--- config.mk ---
export PLATFORM = sky130hd
export DESIGN_NAME = pipe_hazard_ctrl_flat
export DESIGN_NICKNAME = d
export VERILOG_FILES = /design/src/rtl/pipe_hazard_ctrl_pkg.sv /design/src/rtl/pipe_hazard_ctrl_if.sv /design/src/rtl/pipe_hazard_ctrl_load_use_detect.sv /design/src/rtl/pipe_hazard_ctrl.sv /design/src/flat_wrapper.sv
export SDC_FILE = /design/constraint.sdc
export NUM_CORES = 1
export LEC_CHECK = 0
export CAP_MARGIN = 10
export CORE_AREA = 10 10 47 49
export DETAILED_ROUTE_END_ITERATION = 10
export DIE_AREA = 0 0 57 59
export DONT_BUFFER_PORTS = 1
export GPL_TIMING_DRIVEN = 0
export PLACE_DENSITY = 0.57
export SYNTH_ARGS = -nofsm -noshare
export SYNTH_HDL_FRONTEND = slang
export SYNTH_SLANG_ARGS = --single-unit
--- constraint.sdc ---
create_clock -name clk -period 2.1 [get_ports clk]
set_input_delay 0.21 -clock clk [delete_from_list [all_inputs] [get_ports clk]]
set_output_delay 0.21 -clock clk [all_outputs]
set_load 0.005 [all_outputs]
--- src/rtl/pipe_hazard_ctrl_pkg.sv ---
// pipe_ctrl_pkg: shared types and constants for the pipeline hazard controller
package pipe_ctrl_pkg;
    typedef enum logic {RUN, MC_BUSY} hz_state_t;
    localparam logic [31:0] NOP_INST = 32'h00000013;
    localparam int DEF_REG_W = 5;
endpackage

--- src/rtl/pipe_hazard_ctrl_if.sv ---
// pipe_hazard_ctrl_if: ID/EX hazard inputs and pipeline control outputs
//   master: pipeline side (drives ID/EX status, receives enables/flushes)
//   slave:  hazard controller (reads status, drives enables/flushes)
interface pipe_hazard_ctrl_if import pipe_ctrl_pkg::*; #(parameter int REG_W = DEF_REG_W);
    logic             id_valid;
    logic [REG_W-1:0] id_rs1;
    logic [REG_W-1:0] id_rs2;
    logic             id_uses_rs2;
    logic             id_is_mc;
    logic             ex_memRead;
    logic [REG_W-1:0] ex_rd;
    logic             branch_taken;
    logic             pcWrite;
    logic             ifidWrite;
    logic             ifidFlush;
    logic             Flush_HD;
    logic             ex_hold;
    logic             mem_bubble;
    logic             busy_o;
    modport master (
        output id_valid, id_rs1, id_rs2, id_uses_rs2, id_is_mc, ex_memRead, ex_rd, branch_taken,
        input  pcWrite, ifidWrite, ifidFlush, Flush_HD, ex_hold, mem_bubble, busy_o
    );
    modport slave (
        input  id_valid, id_rs1, id_rs2, id_uses_rs2, id_is_mc, ex_memRead, ex_rd, branch_taken,
        output pcWrite, ifidWrite, ifidFlush, Flush_HD, ex_hold, mem_bubble, busy_o
    );
endinterface

--- src/rtl/pipe_hazard_ctrl_load_use_detect.sv ---
// load_use_detect: flags an ID instruction reading the destination of a load in EX
//   in:  id_valid, id_rs1, id_rs2, id_uses_rs2, ex_memRead, ex_rd
//   out: lu (load-use hazard this cycle)
module load_use_detect import pipe_ctrl_pkg::*; #(
    parameter int REG_W = DEF_REG_W
) (
    input  logic             id_valid,
    input  logic [REG_W-1:0] id_rs1,
    input  logic [REG_W-1:0] id_rs2,
    input  logic             id_uses_rs2,
    input  logic             ex_memRead,
    input  logic [REG_W-1:0] ex_rd,
    output logic             lu
);
    // x0 is hardwired zero, so a load to it never creates a dependency
    assign lu = id_valid && ex_memRead && (ex_rd != '0) &&
                ((id_rs1 == ex_rd) || (id_uses_rs2 && (id_rs2 == ex_rd)));
endmodule

--- src/rtl/pipe_hazard_ctrl.sv ---
// pipe_hazard_ctrl: load-use stall, branch squash and multi-cycle EX hold scheduler
//   clk, rst: falling-edge clock, async active-high reset
//   hz (slave): ID/EX status in; PC/IF-ID/ID-EX/EX-MEM enables and flushes out
module pipe_hazard_ctrl import pipe_ctrl_pkg::*; #(
    parameter int MC_LAT = 4,
    parameter int REG_W  = DEF_REG_W
) (
    input  logic                     clk,
    input  logic                     rst,
    pipe_hazard_ctrl_if.slave        hz
);
    localparam logic [3:0] MC_LOAD = 4'(MC_LAT - 1);
    hz_state_t  state, state_nx;
    logic [3:0] cnt, cnt_nx;
    logic       lu, busy, mc_start;
    load_use_detect #(.REG_W(REG_W)) u_lu (
        .id_valid    (hz.id_valid),
        .id_rs1      (hz.id_rs1),
        .id_rs2      (hz.id_rs2),
        .id_uses_rs2 (hz.id_uses_rs2),
        .ex_memRead  (hz.ex_memRead),
        .ex_rd       (hz.ex_rd),
        .lu          (lu)
    );
    assign busy     = (state == MC_BUSY);
    // ID/EX only latches the mc op when it is neither stalled nor squashed
    assign mc_start = hz.id_valid && hz.id_is_mc && !lu && !hz.branch_taken && (MC_LAT > 1);
    always_ff @(negedge clk or posedge rst) begin
        if (rst) begin
            state <= RUN;
            cnt   <= '0;
        end else begin
            state <= state_nx;
            cnt   <= cnt_nx;
        end
    end
    // cnt==1 leaves after MC_LAT-1 busy cycles; the op's last EX cycle runs in RUN
    always_comb begin
        state_nx = state;
        cnt_nx   = cnt;
        if (!busy && mc_start) begin
            state_nx = MC_BUSY;
            cnt_nx   = MC_LOAD;
        end else if (busy) begin
            cnt_nx   = cnt - 4'd1;
            state_nx = (cnt == 4'd1) ? RUN : MC_BUSY;
        end
    end
    // branch squash outranks load-use stall; rst forces a safe bubble regardless of state
    always_comb begin
        hz.pcWrite    = !rst && !busy && (hz.branch_taken || !lu);
        hz.ifidWrite  = !rst && !busy && (hz.branch_taken || !lu);
        hz.ifidFlush  = rst || (!busy && hz.branch_taken);
        hz.Flush_HD   = rst || (!busy && (hz.branch_taken || lu));
        hz.ex_hold    = !rst && busy;
        hz.mem_bubble = rst || busy;
        hz.busy_o     = !rst && busy;
    end
endmodule

--- src/flat_wrapper.sv ---
// flat-port wrapper written by rule: the top's interface ports become plain ports
module pipe_hazard_ctrl_flat import pipe_ctrl_pkg::*;
#(
    parameter int MC_LAT = 4,
    parameter int REG_W  = DEF_REG_W
)
  (clk, rst, hz_id_valid, hz_id_rs1, hz_id_rs2, hz_id_uses_rs2, hz_id_is_mc, hz_ex_memRead, hz_ex_rd, hz_branch_taken, hz_pcWrite, hz_ifidWrite, hz_ifidFlush, hz_Flush_HD, hz_ex_hold, hz_mem_bubble, hz_busy_o);
  pipe_hazard_ctrl_if #(.REG_W(REG_W)) hz_i ();
  input  logic clk;
  input  logic rst;
  input wire logic [$bits(hz_i.id_valid)-1:0] hz_id_valid;
  input wire logic [$bits(hz_i.id_rs1)-1:0] hz_id_rs1;
  input wire logic [$bits(hz_i.id_rs2)-1:0] hz_id_rs2;
  input wire logic [$bits(hz_i.id_uses_rs2)-1:0] hz_id_uses_rs2;
  input wire logic [$bits(hz_i.id_is_mc)-1:0] hz_id_is_mc;
  input wire logic [$bits(hz_i.ex_memRead)-1:0] hz_ex_memRead;
  input wire logic [$bits(hz_i.ex_rd)-1:0] hz_ex_rd;
  input wire logic [$bits(hz_i.branch_taken)-1:0] hz_branch_taken;
  output wire logic [$bits(hz_i.pcWrite)-1:0] hz_pcWrite;
  output wire logic [$bits(hz_i.ifidWrite)-1:0] hz_ifidWrite;
  output wire logic [$bits(hz_i.ifidFlush)-1:0] hz_ifidFlush;
  output wire logic [$bits(hz_i.Flush_HD)-1:0] hz_Flush_HD;
  output wire logic [$bits(hz_i.ex_hold)-1:0] hz_ex_hold;
  output wire logic [$bits(hz_i.mem_bubble)-1:0] hz_mem_bubble;
  output wire logic [$bits(hz_i.busy_o)-1:0] hz_busy_o;
  assign hz_i.id_valid = hz_id_valid;
  assign hz_i.id_rs1 = hz_id_rs1;
  assign hz_i.id_rs2 = hz_id_rs2;
  assign hz_i.id_uses_rs2 = hz_id_uses_rs2;
  assign hz_i.id_is_mc = hz_id_is_mc;
  assign hz_i.ex_memRead = hz_ex_memRead;
  assign hz_i.ex_rd = hz_ex_rd;
  assign hz_i.branch_taken = hz_branch_taken;
  assign hz_pcWrite = hz_i.pcWrite;
  assign hz_ifidWrite = hz_i.ifidWrite;
  assign hz_ifidFlush = hz_i.ifidFlush;
  assign hz_Flush_HD = hz_i.Flush_HD;
  assign hz_ex_hold = hz_i.ex_hold;
  assign hz_mem_bubble = hz_i.mem_bubble;
  assign hz_busy_o = hz_i.busy_o;
  pipe_hazard_ctrl #(.MC_LAT(MC_LAT), .REG_W(REG_W)) u_core (.clk(clk), .rst(rst), .hz(hz_i));
endmodule
* After elaboration in Yosys (flattened, before gate mapping)
Cells that the tools add are included.
Word-level totals: flip-flop bits (word level) 5, latch bits 0, bits in writable memories 0, memory bits (read-only) 0, input port bits 22, output and inout port bits 7, logic and storage cells 36, memories kept 0
Cells by class: add/subtract/negate cells 1, multipliers 0, divide/modulo/power cells 0, $lt $le $gt $ge 0, eq/ne operators 3, shifts and indexed selects 0, mux-type cells 5, bitwise logic cells 0, reductions and logical operators 25
Operator list (count):
- logical AND 1 bit | 13
- equality test 5 bit | 2
- 2-to-1 mux 4 bit | 2
- logical OR 1 bit | 6
- nonzero test 5 bit | 1
- equality test 4 x 1 -> 1 bit (second input constant) | 1
- zero test 1 bit | 4
- subtractor 4 x 1 -> 4 bit (second input constant) | 1
- 2-to-1 mux 1 bit | 3
- nonzero test 2 bit | 1

* Depth between registers and ports, before layout
word-level depth 9, mapped depth 5, mapped depth without buffers 5

* Hierarchy
Synthesis repeated with hierarchy kept, for this count alone.
Second synthesis, totals: cells, all modules 52, area, all modules 475.5 µm²
Modules (own cells, without submodules):
- pipe_hazard_ctrl | times used 1, cells an instance 35, area each 341.6 µm², seq. area each 125.1 µm²
- load_use_detect | times used 1, cells an instance 17, area each 133.9 µm², seq. area each 0.0 µm²

==> impl_results.md <==
* Status: finished with violations
* Failing checks: negative setup slack
* CORE AREA at ~0.0014 sq mm
* Pwr Density at 1119 mW/mm^2
* Fin. Hold Viols at 0
* CP Max Fanout at 4
* Setup TNS Final at -1.674 ns
* Starting Density at about a third
* Sequential element share of the synthesized area at 25.38%
* Worst Clk Skew at approximately 0.0073 ns
* Total power at around 0.00074 W
* Final Routed Wirelength at roughly 1300 microns
* Sw Pwr at slightly below 0.0003 W
* Vias post-DR at between 400 and 500
* Reg2reg start: u_core.busy
* Max Cap Viol at 0
* I/O pins at 29
* Slew margin rel. at between 70% and 80%
* Avg WL per Cell at about 15 microns
* XOR/XNOR share of the synthesized area at 21.32%
* Initial DRC count at 3
* Cts bufs inserted at 3
* Clock sink total at 5
* Die Area at approximately 0.0034 sq mm
* Critical path type: reg2out
* H-tree Lvls at 1
* Critical Path RT at approximately 1.9 ns
* Diodes inserted at 0
* Synth Flop Type: dfrtn_1
* Mux cell area share after synthesis at 0%
* Seq cells post-synth at 5
* Share of the synthesized area in the top cell type at approximately a quarter
* Final ANT Viol Nets at 0
* EDFF count, synth at 0
* Dpl cell area at 539.3 sq um
* Number of global-route vias before repair at just over 500
* Cell taking the most area after synthesis: dfrtn_1
* R2R setup slack at between 0.4 and 0.5 ns
* P&R area growth vs syn at 34.26%
* PnR worst setup slack at -0.3441 ns
* Mapped Area at 493.0 sq um
* Most numerous cell in the Yosys netlist: xnor2_1
* Startpoint Class: flop
* Total GRT Usage at ~8.6%
* Post-synthesis compound-gate area fraction at about a fifth
* Ys Warns at 0
* Congestion Overflow GR at 0
* Cell area after layout at 661.9 sq um
* Combinational Power Share at 57.9%
* Simple-Gate Fraction of Synth Area at between 20% and 30%
* Die X-Extent at 57 microns
* CP startpoint: u_core.busy
* End of the critical path: hz_Flush_HD
* Count of different cell masters after synthesis at 26
* Clock tree buffer depth at 2
* Slew Viols, Final at 0
* RSZ-0062 raised after global routing: yes
* Setup violations, final at 9
* Leak at around 0.27 nW
* Pre-Repair DR Iteration Count at 4
* Port bufs at 0
* Sw frac at between 30% and 40%
* R2r worst-path depth at 7
* HP Class: in2out
* Largest net degree at the start of global routing at 9
* Reg2reg end: u_core.busy
* Die Ht at a little under 60 microns
* FP Rows at 14
* Dpl ws at -0.3836 ns
* Flop pwr share at a little over a quarter
* Layout cells sized above 1 at between 20% and 30%
* Mapped Nets at 85
* Vias per cell at ~5.3
* VDD IR max at roughly 0.42 mV
* Synth cell count leaders: xnor2_1, nand2_1, dfrtn_1, a21oi_1, nor2_1
* Fillers at between 150 and 200
* CTS tree: done
* Layout Cells excl Fill at 87
* Adder-cell share of the synthesized area at 5.076%
* Proportion of power drawn by the clock network at 16.0%
* Global-route wire length before repair at around 2300 microns
* Syn Area/Cell at between 8 and 9 sq um
* Number of remaining DRC errors at 0
* Gpl congestion at approximately 0.7
* Largest cells by area after synthesis: dfrtn_1, xnor2_1, ha_1
* Worst skew pair latency at around 0.26 ns
* Hold buffer count at CTS at 0
* Internal Pwr Total at between 0.0004 and 0.0005 W
* DP HPWL at just over 1000 microns
* Crit. End Element: output port
* Tightest Pin Transition at 0.4140 ns
* Clock root buffer master: clkbuf_4
* FFs w/ async S/R, synth at 100.0%
* Placed Cells at 77
* Initial antenna violation count at 0
* Crit path DAT at around 2.2 ns
* Reg clk slew, reported paths at around 0.040 ns
* Post-synthesis cell count at between 60 and 70
* Largest family of logic cells by synthesized area: XOR/XNOR gates
* Nets at between 90 and 100
[timing repair]
| item | CTS | global route |
|---|---|---|
| endpoints found under the hold margin | 0 | 0 |
| gates resized for setup | 7 | 4 |
| setup buffers | 6 | 0 |
| pin swaps | 2 | 3 |
| setup endpoints to repair | 9 | 12 |
[cell families (layout without fill, tap and decap cells)]
| logic type | after synthesis | in the layout |
|---|---|---|
| compound gates | 15 | 15 |
| xor+xnor | 12 | 12 |
| fa+ha+maj | 2 | 2 |
| buf+inv | 8 | 18 |
| flops | 5 | 5 |
| simple gates | 19 | 19 |
[power groups by stage]
stage,Clock [W],Combinational (W),Sequential (W)
5_1_grt,0.000134,0.000488,0.000202
6_report,0.000118,0.000429,0.000193
2_1_floorplan,0,0.000281,0.000182
3_3_place_gp,0,0.000320,0.000191
3_5_place_dp,0,0.000326,0.000190
4_1_cts,0.000122,0.000416,0.000190
[per-layer routing]
metal / vias to the layer above / track usage [%] / wire [microns]
li1: 229 / - / -
met1: 209 / 9.322 / 540
met2: 17 / 12.71 / 622
met5: - / 0 / 0
met3: 2 / 6.867 / 176
met4: 0 / 2.013 / 2
[worst min-delay path by stage]
stage / end / cells after the start / start
2_1_floorplan: hz_busy_o / 1 / rst
3_3_place_gp: hz_busy_o / 1 / rst
3_5_place_dp: hz_busy_o / 1 / rst
4_1_cts: hz_busy_o / 1 / rst
5_1_grt: hz_busy_o / 1 / rst
6_report: hz_busy_o / 1 / rst
[sequential cells by signal, indices dropped and copies added, names as in the netlist]
signal	count
u_core.cnt	4
u_core.busy	1
[worst max-delay path: stages, from the launching register on]
cell and delay [ns]:
dfrtn_1 0.40, buf_6 0.12, clkinv_8 0.05, a21o_1 0.17, a21o_1 0.17
[area by class of cell]
| cell class | count | area [sq um] | share of cell area, % |
|---|---|---|---|
| Multi-Input combinational cell | 48 | 376.6 | 56.90 |
| Sequential cell | 5 | 125.1 | 18.90 |
| Timing Repair Buffer | 6 | 52.55 | 7.940 |
| Buffer | 4 | 33.78 | 5.104 |
| Inverter | 4 | 27.53 | 4.159 |
| Clock buffer | 4 | 26.28 | 3.970 |
| Tap cell | 16 | 20.02 | 3.025 |
[cells in the final DEF, fill, tap and decap left out, types with 2 or more instances in the layout]
cell type   n
dfrtn_1     5
buf_6       4
buf_4       5
clkbuf_4    3
inv_1       3
xnor2_1    12
nand2_1     5
clkbuf_1    2
a21oi_1     3
ha_1        2
nor2_1      2
o21ai_0     2
a21o_1      3
[stage by stage]
stage / util (%) / hold WS, ns
final: 47.23 / 0.4432
after global placement: 38.48 / 0.4512
after detailed placement: 38.48 / 0.4523
after global routing: 47.23 / 0.4456
after CTS: 46.16 / 0.4443
after floorplan: - / 0.4461
No activity file was read; power rests on OpenSTA's default activity.
